<file path="src/rtl/hps_reset_req_sequencer.sv">
// ---------------------------------------------------------------------------
// hps_reset_req_sequencer
//
// Collects cold/warm/debug reset requests from fabric logic, arbitrates them
// (cold > warm > debug) and drives one fixed-width active-low pulse at a time
// toward the HPS reset-request inputs.  Each pulse is followed by a hold-off
// window before the next request is granted.
//
// Parameters
//   PULSE_CYCLES   : pulse width in clocks (1..65535)
//   HOLDOFF_CYCLES : dead time after each pulse in clocks (0..65535)
//
// Ports
//   clk_clk                            in   system clock
//   reset_reset_n                      in   asynchronous active-low reset
//   cold_req / warm_req / debug_req    in   rising edge = one request event
//   hps_0_f2h_*_reset_req_reset_n      out  active-low request pulses to HPS
//   busy                               out  sequencer not idle
//   last_kind                          out  last grant: 0 none,1 cold,2 warm,3 debug
//   issued_count                       out  granted pulses, modulo 256
// ---------------------------------------------------------------------------
module hps_reset_req_sequencer #(
    parameter int unsigned PULSE_CYCLES   = 16,
    parameter int unsigned HOLDOFF_CYCLES = 1024
) (
    input  logic       clk_clk,
    input  logic       reset_reset_n,
    input  logic       cold_req,
    input  logic       warm_req,
    input  logic       debug_req,
    output logic       hps_0_f2h_cold_reset_req_reset_n,
    output logic       hps_0_f2h_warm_reset_req_reset_n,
    output logic       hps_0_f2h_debug_reset_req_reset_n,
    output logic       busy,
    output logic [1:0] last_kind,
    output logic [7:0] issued_count
);

    typedef enum logic [1:0] {
        ST_IDLE    = 2'd0,
        ST_ASSERT  = 2'd1,
        ST_HOLDOFF = 2'd2
    } state_t;

    // Counter reload values; the hold-off load is only meaningful when enabled.
    localparam logic [15:0] PULSE_LOAD = 16'(PULSE_CYCLES - 1);
    localparam logic [15:0] HOLD_LOAD  = (HOLDOFF_CYCLES == 0) ? 16'd0 : 16'(HOLDOFF_CYCLES - 1);
    localparam logic        HOLD_EN    = (HOLDOFF_CYCLES != 0);

    // Request vectors are ordered {cold, warm, debug}, i.e. bit 2 = highest priority.
    state_t      state_r;
    state_t      state_n_s;
    logic [15:0] cnt_r;
    logic [15:0] cnt_n_s;
    logic [2:0]  prev_r;
    logic [2:0]  pend_r;
    logic [2:0]  pend_n_s;
    logic [2:0]  out_r;        // active-low, same order as the request vector
    logic [2:0]  out_n_s;
    logic        busy_r;
    logic        busy_n_s;
    logic [1:0]  last_kind_r;
    logic [1:0]  last_kind_n_s;
    logic [7:0]  issued_r;
    logic [7:0]  issued_n_s;
    logic [2:0]  req_s;
    logic [2:0]  edge_s;
    logic [2:0]  clear_s;

    assign req_s  = {cold_req, warm_req, debug_req};
    assign edge_s = req_s & ~prev_r;

    // State, counter, edge history, pending bits and all registered outputs.
    always_ff @(posedge clk_clk or negedge reset_reset_n) begin
        if (!reset_reset_n) begin
            state_r     <= ST_IDLE;
            cnt_r       <= 16'd0;
            prev_r      <= 3'b000;
            pend_r      <= 3'b000;
            out_r       <= 3'b111;
            busy_r      <= 1'b0;
            last_kind_r <= 2'd0;
            issued_r    <= 8'd0;
        end else begin
            state_r     <= state_n_s;
            cnt_r       <= cnt_n_s;
            prev_r      <= req_s;
            pend_r      <= pend_n_s;
            out_r       <= out_n_s;
            busy_r      <= busy_n_s;
            last_kind_r <= last_kind_n_s;
            issued_r    <= issued_n_s;
        end
    end

    // Next-state, arbitration and next-output logic.
    always_comb begin
        state_n_s     = state_r;
        cnt_n_s       = cnt_r;
        out_n_s       = out_r;
        last_kind_n_s = last_kind_r;
        issued_n_s    = issued_r;
        clear_s       = 3'b000;

        case (state_r)
            ST_IDLE: begin
                if (pend_r[2]) begin
                    // Cold reset supersedes everything already queued.
                    clear_s       = 3'b111;
                    out_n_s       = 3'b011;
                    last_kind_n_s = 2'd1;
                    cnt_n_s       = PULSE_LOAD;
                    issued_n_s    = issued_r + 8'd1;
                    state_n_s     = ST_ASSERT;
                end else if (pend_r[1]) begin
                    clear_s       = 3'b010;
                    out_n_s       = 3'b101;
                    last_kind_n_s = 2'd2;
                    cnt_n_s       = PULSE_LOAD;
                    issued_n_s    = issued_r + 8'd1;
                    state_n_s     = ST_ASSERT;
                end else if (pend_r[0]) begin
                    clear_s       = 3'b001;
                    out_n_s       = 3'b110;
                    last_kind_n_s = 2'd3;
                    cnt_n_s       = PULSE_LOAD;
                    issued_n_s    = issued_r + 8'd1;
                    state_n_s     = ST_ASSERT;
                end else begin
                    out_n_s   = 3'b111;
                    state_n_s = ST_IDLE;
                end
            end
            ST_ASSERT: begin
                if (cnt_r == 16'd0) begin
                    out_n_s = 3'b111;
                    if (HOLD_EN) begin
                        cnt_n_s   = HOLD_LOAD;
                        state_n_s = ST_HOLDOFF;
                    end else begin
                        state_n_s = ST_IDLE;
                    end
                end else begin
                    cnt_n_s = cnt_r - 16'd1;
                end
            end
            ST_HOLDOFF: begin
                out_n_s = 3'b111;
                if (cnt_r == 16'd0) begin
                    state_n_s = ST_IDLE;
                end else begin
                    cnt_n_s = cnt_r - 16'd1;
                end
            end
            default: begin
                out_n_s   = 3'b111;
                cnt_n_s   = 16'd0;
                state_n_s = ST_IDLE;
            end
        endcase

        // A fresh edge always survives a same-cycle grant of its kind.
        pend_n_s = (pend_r & ~clear_s) | edge_s;
        busy_n_s = (state_n_s != ST_IDLE);
    end

    assign hps_0_f2h_cold_reset_req_reset_n  = out_r[2];
    assign hps_0_f2h_warm_reset_req_reset_n  = out_r[1];
    assign hps_0_f2h_debug_reset_req_reset_n = out_r[0];
    assign busy                              = busy_r;
    assign last_kind                         = last_kind_r;
    assign issued_count                      = issued_r;

endmodule

</file>
<file path="config.mk">
export PLATFORM = sky130hd
export DESIGN_NAME = hps_reset_req_sequencer
export DESIGN_NICKNAME = d
export VERILOG_FILES = /design/src/rtl/hps_reset_req_sequencer.sv
export SDC_FILE = /design/constraint.sdc
export NUM_CORES = 1
export LEC_CHECK = 0
export ABC_AREA = 1
export BUFFER_PORTS_ARGS = -buffer_cell sky130_fd_sc_hd__buf_2
export CAP_MARGIN = 20
export CORE_MARGIN = 2
export CORE_UTILIZATION = 50
export CTS_BUF_LIST = sky130_fd_sc_hd__clkbuf_16
export DETAILED_ROUTE_END_ITERATION = 6
export GPL_ROUTABILITY_DRIVEN = 0
export PLACE_DENSITY = 0.77
export SLEW_MARGIN = 10
export SYNTH_ARGS = -nofsm -noshare
export SYNTH_HDL_FRONTEND = slang
export SYNTH_SLANG_ARGS = --single-unit
</file>
<file path="constraint.sdc">
create_clock -name clk_clk -period 1.9 [get_ports clk_clk]
set_input_delay 0.57 -clock clk_clk [delete_from_list [all_inputs] [get_ports clk_clk]]
set_output_delay 0.57 -clock clk_clk [all_outputs]
set_load 0.02 [all_outputs]
</file>
# Word level (Yosys, flattened, before mapping)
# Cells that the tools add are included.
[word_totals] input_bits=5 rom_bits=0 regBits=38 word_cells=53 mem_bits_rw=0 mem_count=0 latch_bits=0 output_inout_bits=14
[classes] multipliers=0 reduce_logical=6 div=0 n_lt_le_gt_ge=0 mux=27 bitwise=5 shifts=0 n_addsub=2 eq_ne=5
[op_table] cell="$mux W16" n=5
[op_table] cell="$pmux W16 S3" n=1
[op_table] cell="$mux W8" n=3
[op_table] cell="$logic_not A16 Y1" n=1
[op_table] cell="$sub A16 B1 Y16 const B" n=1
[op_table] cell="$mux W2" n=7
[op_table] cell="$mux W3" n=4
[op_table] cell="$add A8 B1 Y8 const B" n=1
[op_table] cell="$and A3 B3 Y3" n=2
[op_table] cell="$not A3 Y3" n=2
[op_table] cell="$pmux W2 S3" n=1
[op_table] cell="$pmux W3 S2" n=1
[op_table] cell="$mux W1" n=5
[op_table] cell="$ne A2 B2 Y1 const B" n=2
[op_table] cell="$ne A4 B4 Y1 const B" n=1
[op_table] cell="$reduce_and A2 Y1" n=2
[op_table] cell="$or A3 B3 Y3" n=1
[op_table] cell="$reduce_bool A3 Y1" n=1
[op_table] cell="$eq A2 B1 Y1 const B" n=1
[op_table] cell="$eq A2 B2 Y1 const B" n=1
[op_table] cell="$logic_not A2 Y1" n=1
[op_table] cell="$reduce_bool A2 Y1" n=1

# Depth between registers and ports, before layout
# Gate-level depths: netlist of run 1.
[depth] word_depth=7 depth_mapped=10

# Least setup slack after synthesis of run 1
# Ideal clock, no wire load.
[synth_path] kind="register to register" from="register cnt_r[0]" to="register cnt_r[12]" arrival_ns=1.406 path_buffers=0 path_stages_with_launch=10 slack_ns=0.372 setup_time_ns=0.122 cell_sequence="dfrtp_1 -> inv_1 -> ha_1 -> inv_1 -> nor2_1 -> nand3_1 -> nor2_1 -> nand2_1 -> nor3_1 -> nor2_1"
[synth_via] elab_chain_cells=3 elab_cells_between_ends=7
[synth_lines] element="start: declaration" line="53" rtl="logic [15:0] cnt_r;"
[synth_lines] element="start signal: assignment" line="86" rtl="cnt_r <= cnt_n_s;"
[synth_lines] element="$sub A16 B1 Y16 or $logic_not A16 Y1 (tied branches)"
[synth_lines] element="$mux W16, or another cell as far along" line="149" rtl="if (cnt_r == 16'd0) begin"
[synth_lines] element="$pmux W16 S3 or $reduce_and A2 Y1 (tied branches)"
# Several ways; a longest one is shown, not always the timed one. The select of a mux whose other input is x is not followed.
# A chain may end at the register's enable or synchronous reset.

# Worst setup path in the final report of run 1
[layout_path] from="register cnt_r[0]" to="register cnt_r[14]"
# The elaborated chain is that of the path after synthesis.

==> key figures, run 1 <==
GRT
  – Vias in the first global route: 1,655
  – Grt ovf: 0
  – Largest net degree at the start of global routing: 21
  – First-pass GRT wire length: 7245 µm
  – Initial antenna violation count: 0
  – Tot GR Track Use: 21.03%

Routing
  – Antenna Violating Nets Remaining: 0
  – First-pass iteration count of the detailed router: 7
  – Residual DRC count: 0
  – Starting DRT DRC Count: 155
  – Vias/cell: 5.052
  – Vias: 1,748
  – Avg WL per Cell: 12.16 µm
  – Final wirelength: 4208 µm

Critical path
  – Worst Path Max Fanout: 6
  – Critical path buffers and inverters: 3
  – Critical Path Start Type: register
  – CP top delay family: simple AND/OR/NAND/NOR gates
  – Critical path required time: 2.11 ns
  – CP Data Arrival Time: 1.97 ns
  – CP max stage delay: 0.37 ns
  – Worst Setup End Kind: register
  – Cells along the critical path: inv_1, ha_1, inv_1, nor2_1, nand3_2, nor3_2, nand3_1, nand2_1, clkinv_1, nor2_1
  – Slowest-stage cell, CP: dfrtp_1
  – Kind of critical path: reg -> reg

Logic synthesis
  – Sequential area share after synthesis: 46.70%
  – Avg Inst Size Synth: 7.629 µm²
  – Mux cell area share after synthesis: 0.5508%
  – Seq cells post-synth: 38
  – Area share of xor/xnor cells in the synthesized design: 3.427%
  – Main combinational cell family by area after synthesis: simple AND/OR/NAND/NOR gates
  – Area share of the largest cell type after synthesis: 42.84%
  – Adder-cell share of the synthesized area: 1.836%
  – Synthesis Warnings: 0
  – Cell taking the most area after synthesis: dfrtp_1
  – Simple-Gate Fraction of Synth Area: 36.05%
  – Compound-Gate Fraction of Synth Area: 3.794%
  – Synth area leaders: dfrtp_1 (43%), nand2_1 (13%), nor2_1 (7.3%)
  – Mapped Area: 0.002044 mm²
  – Mapped Nets: 276
  – Synth cell types: 29
  – Synthesized netlist cell count: 268

Run
  – Max_cap viols: 0

CTS
  – Longest Clk Path Bufs: 2
  – Postcts setup bufs: 0
  – H-tree lvl count: 2
  – Cts hold-fix bufs: 0
  – CTS tree: yes
  – Clk root buf: clkbuf_16
  – Worst skew pair latency: 0.28 ns
  – Clock sink total: 38
  – Post-CTS sizing: 0
  – CTS buffer count: 5
  – Clock slew at reported path FFs: 0.06 ns

Worst hold path
  – Worst min path class: in -> async

STA
  – Final hold vios: 0
  – Final max-slew violation count: 0
  – Hold WS: 0.2331 ns
  – Fmax: 568.2 MHz
  – Setup TNS: 0 ns
  – Slew @ Worst Pin: 0.4630 ns
  – Rel. slew slack: 69.14%
  – Fin crit period: 1.760 ns
  – PnR worst setup slack: 0.1401 ns
  – Final setup fails: 0
  – Clock Skews: 0.004060 ns
  – Final Cycle Share: 92.63%

Place
  – Placed instance area: 0.002221 mm²
  – Place WS: 0.1396 ns
  – Port-buffer cells: 18
  – HPWL after DPL: 3093 µm
  – Dpl cells: 338

Finish
  – Leading cell type in the layout, fill and taps excluded: nand2_1
  – Finished Cell Area: 0.002422 mm²
  – Nets: 303
  – Layout Area Growth over Synthesis: 18.48%
  – Layout cells sized above 1: 19.26%
  – Number of diodes: 0
  – Final Util: 61.00%
  – Commonest cells after routing, fill and taps aside: nand2_1 (73), nor2_1 (39), dfrtp_1 (35)
  – Layout fillers: 354
  – Non-Filler Instances: 346

Outcome
  – Status: completed

Power and ir drop
  – PD cells: 785.0 mW/mm²
  – Pleak: 1.236 nW
  – Max rail drop VDD: 0.5012 mV
  – Power, Total: 1.901 mW

Floorplanning
  – Vert. Die Dim: 67.95 µm
  – Die Wd: 67.95 µm
  – Die Area: 0.004617 mm²
  – IO Count: 19
  – Core region area: 0.003971 mm²
  – Row count: 23
  – Starting Density: 51.48%
[power breakdown]
| part | internal (mW) | switching, mW | total [mW] |
|---|---|---|---|
| combinational | 0.00739 | 0.0178 | 0.0252 |
| sequential | 0.813 | 0.000790 | 0.814 |
| clock | 0.747 | 0.315 | 1.06 |
[per-layer routing]
| metal | GRT usage, % | vias to the layer above | part of all wire (%) |
|---|---|---|---|
| li1 | - | 890 | - |
| met1 | 27.38 | 811 | 47 |
| met2 | 35.19 | 39 | 48 |
| met3 | 3.947 | 8 | 4.0 |
| met4 | 7.000 | 0 | 1.4 |
| met5 | 0 | - | 0 |
[layout make-up]
cell class / instances / area, µm² / area share (%)
multi-input combinational: 192 / 945.9 / 39.05
clock inverter: 3 / 63.81 / 2.634
timing repair buffer: 22 / 132.6 / 5.475
clock buffer: 5 / 125.1 / 5.165
sequential: 38 / 954.7 / 39.41
inverter: 36 / 137.6 / 5.682
tap: 50 / 62.56 / 2.583
[registers in the layout, indices dropped and copies added, names as in the netlist]
register      cells
busy              1
cnt_r            16
issued_count      8
last_kind         2
out_r             3
pend_r            3
prev_r            3
state_r           2
[worst paths after layout]
kind                       slack (ns)                  from                     to  cells past startpoint
max reg2reg                      0.14  cnt_r[0]$_DFFE_PN0P_  cnt_r[14]$_DFFE_PN0P_                     10
max in group asynchronous        1.13         reset_reset_n   out_r[0]$_DFFE_PN1P_                      2
min in group clk_clk             0.41             debug_req    prev_r[0]$_DFF_PN0_                      1
max                              0.14  cnt_r[0]$_DFFE_PN0P_  cnt_r[14]$_DFFE_PN0P_                     10
min                              0.23         reset_reset_n   cnt_r[8]$_DFFE_PN0P_                      1
min reg2reg                      0.42   pend_r[0]$_DFF_PN0_   out_r[0]$_DFFE_PN1P_                      1
[logic make-up after synthesis]
family | after synthesis
AOI/OAI and AO/OA | 14
buffers and inverters | 38
muxes | 1
xor gates and xnor gates | 8
adders and majority gates | 3
DFF | 38
and+or+nand+nor | 166
[synth_stat cells]
| cell type | n |
|---|---|
| xor2_1 | 5 |
| nand2_2 | 3 |
| xnor2_1 | 3 |
| inv_2 | 3 |
| nand2_4 | 1 |
| nor2_2 | 8 |
| inv_4 | 1 |
| dfstp_2 | 3 |
| ha_1 | 3 |
| clkinv_1 | 1 |
| nor3_1 | 3 |
| a21oi_2 | 1 |
| nor2_1 | 40 |
| buf_6 | 1 |
| nand3_1 | 27 |
| a21oi_1 | 1 |
| o21ai_1 | 6 |
| or2_2 | 1 |
| nand3_2 | 1 |
| a31oi_1 | 1 |
| o22ai_1 | 2 |
| nor2_4 | 2 |
| mux2_2 | 1 |
| inv_1 | 31 |
| buf_4 | 1 |
| nand4_1 | 7 |
| o21ai_0 | 3 |
| nand2_1 | 73 |
| dfrtp_1 | 35 |
Power figures use the tool's default switching activity.
==> inputs of run 2 (changes only) <==
Settings changed: ABC_AREA 1 to default, CTS_CLUSTER_DIAMETER from default to 100.
==> key figures, run 2 <==
Finish
  – Leading cell type in the layout, fill and taps excluded: dfrtp_1
  – Max reg flops: 16
  – Finished Cell Area: 0.002546 mm²
  – Biggest register: cnt_r
  – Nets: 257
  – Non-Filler Instances: 300
  – Layout fillers: 303
  – Number of diodes: 0
  – Layout cells sized above 1: 32.00%
  – Layout Area Growth over Synthesis: 25.38%
  – Commonest cells after routing, fill and taps aside: dfrtp_1 (32), buf_4 (26), buf_2 (18)

Critical path
  – Critical path buffers and inverters: 0
  – CP Data Arrival Time: 2.06 ns
  – Worst Setup End Kind: register
  – Cells along the critical path: nor4_4, nand4_4, o31ai_4, nand2_1, a221o_1
  – Critical path required time: 2.06 ns
  – End of the worst register-to-register path: cnt_r[2]$_DFFE_PN0P_
  – CP top delay family: compound AO/OA/AOI/OAI gates
  – Flop2flop setup slack: -0.001 ns
  – R2r worst-path depth: 5
  – Slowest-stage cell, CP: dfrtp_2
  – CP max stage delay: 0.44 ns
  – Worst Path Max Fanout: 5
  – RR Startpoint: cnt_r[14]$_DFFE_PN0P_
  – Critical Path Start Type: register
  – Kind of critical path: reg -> reg

Logic synthesis
  – Mapped Nets: 211
  – Synth area leaders: dfrtp_1 (43%), dfstp_2 (3.9%), o21ai_0 (3.7%)
  – Seq cells post-synth: 38
  – Area share of the largest cell type after synthesis: 43.13%
  – Mapped Area: 0.002031 mm²
  – Avg Inst Size Synth: 10.00 µm²
  – Synth cell types: 58
  – Synthesized netlist cell count: 203
  – Sequential area share after synthesis: 47.01%
  – Most frequent cell after synthesis: dfrtp_1
  – Synthesis Warnings: 0
  – Synth Flop Type: dfrtp_1
  – Cell taking the most area after synthesis: dfrtp_1
  – FFs w/ async S/R, synth: 100.0%
  – EDFF count, synth: 0
  – Synth cell count leaders: dfrtp_1 (35), nand2_1 (15), o21ai_0 (15)

GRT
  – GR Layer Usage met3: 5.500%
  – Grt ovf: 0
  – Tot GR Track Use: 23.00%
  – Initial antenna violation count: 0
  – First-pass GRT wire length: 7624 µm
  – Grt met2 use: 36.40%
  – Largest net degree at the start of global routing: 23
  – Met1 Use GR: 30.62%
  – Vias in the first global route: 1,630
  – Layer with the highest usage: met2

Worst hold path
  – Worst min path class: in -> async

STA
  – Setup TNS: -0.001135 ns
  – Final Cycle Share: 100.1%
  – Unrepaired setup endpoints after global routing: true
  – Fin crit period: 1.901 ns
  – PnR worst setup slack: -0.001135 ns
  – Fmax: 526.0 MHz
  – Final hold vios: 0
  – Clock Skews: 0.004018 ns
  – Hold WS: 0.2077 ns
  – Final max-slew violation count: 0
  – Final setup fails: 1
  – Rel. slew slack: 73.87%
  – Slew @ Worst Pin: 0.3919 ns

CTS
  – H-tree lvl count: 2
  – Clock slew at reported path FFs: 0.06 ns
  – Longest Clk Path Bufs: 2
  – CTS tree: yes
  – Worst skew pair latency: 0.28 ns
  – Clock sink total: 38
  – Cts hold-fix bufs: 0
  – Clk root buf: clkbuf_16
  – CTS buffer count: 5

Place
  – Place WS: 0.008465 ns
  – Placed instance area: 0.002331 mm²
  – HPWL after DPL: 3265 µm
  – Dpl cells: 289
  – Port-buffer cells: 18

Routing
  – Final wirelength: 4545 µm
  – Avg WL per Cell: 15.15 µm
  – Starting DRT DRC Count: 90
  – Vias: 1,712
  – Residual DRC count: 0
  – Antenna Violating Nets Remaining: 0
  – First-pass iteration count of the detailed router: 4
  – Vias/cell: 5.707

Floorplanning
  – Core region area: 0.003943 mm²
  – Row count: 23
  – Die Area: 0.004587 mm²
  – IO Count: 19
  – Die Wd: 67.73 µm
  – Starting Density: 51.51%
  – Vert. Die Dim: 67.73 µm

Power and ir drop
  – Pleak: 1.053 nW
  – Max rail drop VDD: 0.7036 mV
  – PD cells: 642.3 mW/mm²

Outcome
  – Failing checks: negative setup slack
  – Status: complete, but fails checks

Run
  – Max_cap viols: 0
==> run 2: how the worst max path moves through the flow <==
| stage | from | to | slack [ns] | cells after the start |
|---|---|---|---|---|
| after floorplan | cnt_r[11]$_DFFE_PN0P_ | cnt_r[0]$_DFFE_PN0P_ | 0.07 | 6 |
| final | cnt_r[14]$_DFFE_PN0P_ | cnt_r[2]$_DFFE_PN0P_ | -0.001 | 5 |
| after detailed placement | cnt_r[11]$_DFFE_PN0P_ | cnt_r[5]$_DFFE_PN0P_ | 0.008 | 6 |
| after global placement | cnt_r[11]$_DFFE_PN0P_ | cnt_r[2]$_DFFE_PN0P_ | 0.0008 | 5 |
| after global routing | cnt_r[7]$_DFFE_PN0P_ | cnt_r[0]$_DFFE_PN0P_ | -0.04 | 5 |
| after CTS | cnt_r[11]$_DFFE_PN0P_ | cnt_r[0]$_DFFE_PN0P_ | 0.01 | 5 |
==> run 2: per-layer routing <==
layer | wire length, µm | up-vias
li1 | - | 834
met1 | 2040 | 837
met2 | 2238 | 36
met3 | 202 | 5
met4 | 64 | 0
met5 | 0 | -
==> run 2: final cells by class <==
class | count | area (µm²) | share of cell area, %
Multi-Input combinational cell | 149 | 1039 | 40.79
Sequential cell | 38 | 958.4 | 37.64
Timing Repair Buffer | 45 | 305.3 | 11.99
Clock buffer | 5 | 125.1 | 4.914
Tap cell | 50 | 62.56 | 2.457
Inverter | 10 | 40.04 | 1.572
Clock inverter | 3 | 16.27 | 0.6388
==> run 2: repair_timing <==
item	in CTS	in global routing
pin swaps	0	7
endpoints found under the setup margin	5	16
buffers inserted	0	3
resized for setup	2	13
==> run 2: worst reg2reg max path, stage by stage (launching register included) <==
cell	delay, ns
dfrtp_2	0.44
nor4_4	0.35
nand4_4	0.16
o31ai_4	0.39
nand2_1	0.13
a221o_1	0.32
==> run 2: through the flow <==
step	util, %	power [mW]
floorplan	-	0.8290
global placement	59.12	0.8537
detailed placement	59.12	0.8547
CTS	62.93	1.648
global route	64.58	1.698
finish	64.58	1.635
==> run 2: cells by family (layout without fill, tap and decap cells) <==
family	count (synthesis)	in the layout	share of synthesized area (%)
buf+inv	16	63	4.067
fa+ha+maj	3	3	1.849
xor+xnor	10	10	4.313
simple gates	73	73	20.76
flops	38	38	47.01
mux	1	1	0.5545
compound gates	62	62	21.44
==> run 2: report_power, final <==
part           switching (mW)  internal, mW
Combinational          0.0177       0.00743
Sequential           0.000612         0.813
Clock                   0.318         0.478
Total                   0.337          1.30
==> inputs of run 3 (changes only) <==
Settings changed: CTS_BUF_LIST sky130_fd_sc_hd__clkbuf_16 to sky130_fd_sc_hd__clkbuf_8 sky130_fd_sc_hd__clkbuf_16, REMOVE_ABC_BUFFERS from default to 1.
==> key figures, run 3 (synthesis results as in run 2) <==
STA
  – Fin crit period: 1.938 ns
  – Clock Skews: 0.007409 ns
  – Rel. slew slack: 71.68%
  – Slew @ Worst Pin: 0.4232 ns
  – Fmax: 516.1 MHz
  – Final hold vios: 0
  – Final max-slew violation count: 0
  – Unrepaired setup endpoints after global routing: true
  – PnR worst setup slack: -0.03760 ns
  – Final setup fails: 2
  – Final Cycle Share: 102.0%

Finish
  – Layout cells sized above 1: 33.73%
  – Nets: 262
  – Multi-input logic area: 0.001044 mm²
  – Biggest register: cnt_r
  – Seq. cell area: 960.9 µm²
  – Finished Cell Area: 0.002567 mm²
  – Max reg flops: 16
  – Layout Area Growth over Synthesis: 26.43%
  – Final Util: 65.12%
  – Number of diodes: 0
  – Layout fillers: 311
  – Non-Filler Instances: 305
  – Commonest cells after routing, fill and taps aside: dfrtp_1 (30), buf_4 (30), buf_2 (18)

Critical path
  – CP max stage delay: 0.42 ns
  – Critical path required time: 2.12 ns
  – Critical Path Start Type: register
  – Kind of critical path: reg -> reg
  – Worst Setup End Kind: register
  – CP top delay family: simple AND/OR/NAND/NOR gates
  – Worst Path Max Fanout: 4
  – CP Data Arrival Time: 2.16 ns
  – Slowest-stage cell, CP: dfrtp_1
  – Critical path buffers and inverters: 2
  – Cells along the critical path: buf_4, buf_4, nor2_1, nand4_1, or3_1, or3_1, a21oi_2

CTS
  – H-tree lvl count: 2
  – CTS buffer count: 5
  – Cts hold-fix bufs: 0
  – Longest Clk Path Bufs: 2
  – Clk root buf: clkbuf_8
  – CTS tree: yes
  – Worst skew pair latency: 0.29 ns
  – Clock slew at reported path FFs: 0.07 ns
  – Clock sink total: 38

Floorplanning
  – Die Wd: 67.73 µm
  – Starting Density: 51.51%
  – IO Count: 19
  – Die Area: 0.004587 mm²
  – Core region area: 0.003943 mm²
  – Vert. Die Dim: 67.73 µm
  – Row count: 23

Place
  – Dpl cells: 291
  – Port-buffer cells: 18
  – HPWL after DPL: 3397 µm
  – Placed instance area: 0.002346 mm²

Routing
  – Residual DRC count: 0
  – Antenna Violating Nets Remaining: 0
  – Avg WL per Cell: 15.61 µm
  – Final wirelength: 4762 µm
  – Vias/cell: 5.784
  – First-pass iteration count of the detailed router: 4
  – Starting DRT DRC Count: 151
  – Vias: 1,764

Power and ir drop
  – Max rail drop VDD: 0.4587 mV
  – Pleak: 1.083 nW
  – PD cells: 599.7 mW/mm²

GRT
  – Grt ovf: 0
  – Vias in the first global route: 1,706
  – Largest net degree at the start of global routing: 25
  – Initial antenna violation count: 0
  – First-pass GRT wire length: 7983 µm
  – Tot GR Track Use: 23.45%

Outcome
  – Failing checks: negative setup slack
  – Status: complete, but fails checks

Run
  – Max_cap viols: 0

Worst hold path
  – Worst min path class: in -> async
[run 3: cell types whose count changed in the layout (fill, tap and decap cells not counted), sizes merged]
cell      before  now
clkinvlp       1    0
clkbuf         5    6
buf           45   50
bufinv         0    1
inv           10   11
clkinv         2    0
[run 3: report_power, final]
group	total (mW)	switching (mW)	internal, mW
logic	0.0249	0.0174	0.00742
registers	0.812	0.000666	0.812
clock network	0.702	0.280	0.423
total	1.54	0.298	1.24
[run 3: per-stage QoR]
stage / setup slack, ns / hold WS [ns] / total power, mW / setup TNS (ns)
global placement: 0.03622 / 0.4064 / 0.8538 / 0
finish: -0.03760 / 0.1832 / 1.540 / -0.07148
detailed placement: -0.05617 / 0.4147 / 0.8545 / -0.2305
global route: -0.09313 / 0.2126 / 1.586 / -0.3749
floorplan: -0.04468 / 0.2744 / 0.8290 / -0.04468
CTS: -0.02821 / 0.1858 / 1.560 / -0.04599
[run 3: final timing paths]
path / startpoint / end / slack [ns] / cells past startpoint
worst min register to register: prev_r[0]$_DFF_PN0_ / pend_r[0]$_DFF_PN0_ / 0.42 / 1
min in group clk_clk: warm_req / prev_r[1]$_DFF_PN0_ / 0.40 / 1
worst min-delay path: reset_reset_n / cnt_r[9]$_DFFE_PN0P_ / 0.18 / 1
worst max register to register: cnt_r[11]$_DFFE_PN0P_ / cnt_r[15]$_DFFE_PN0P_ / -0.04 / 7
worst max-delay path: cnt_r[11]$_DFFE_PN0P_ / cnt_r[15]$_DFFE_PN0P_ / -0.04 / 7
max in group asynchronous: reset_reset_n / cnt_r[1]$_DFFE_PN0P_ / 1.27 / 2
[run 3: layout make-up]
cell class	count	share of cell area [%]
multi-input cells	149	40.64
flip-flops and latches	38	37.43
repair buffers	50	13.50
clock buffers	6	3.216
well taps	50	2.437
inverters	10	1.462
clock inverters	2	1.316
[run 3: repair_timing]
item | CTS | global route
buffers inserted | 2 | 5
setup endpoints to repair | 9 | 14
resized for setup | 4 | 14
pin swaps | 2 | 11
[run 3: layer usage]
| metal | vias up | wire [µm] | GRT usage (%) |
|---|---|---|---|
| met4 | 0 | 68 | 7.653 |
| met3 | 7 | 240 | 4.500 |
| met1 | 857 | 2079 | 30.93 |
| met5 | - | 0 | 0 |
| met2 | 55 | 2373 | 38.60 |
| li1 | 845 | - | - |
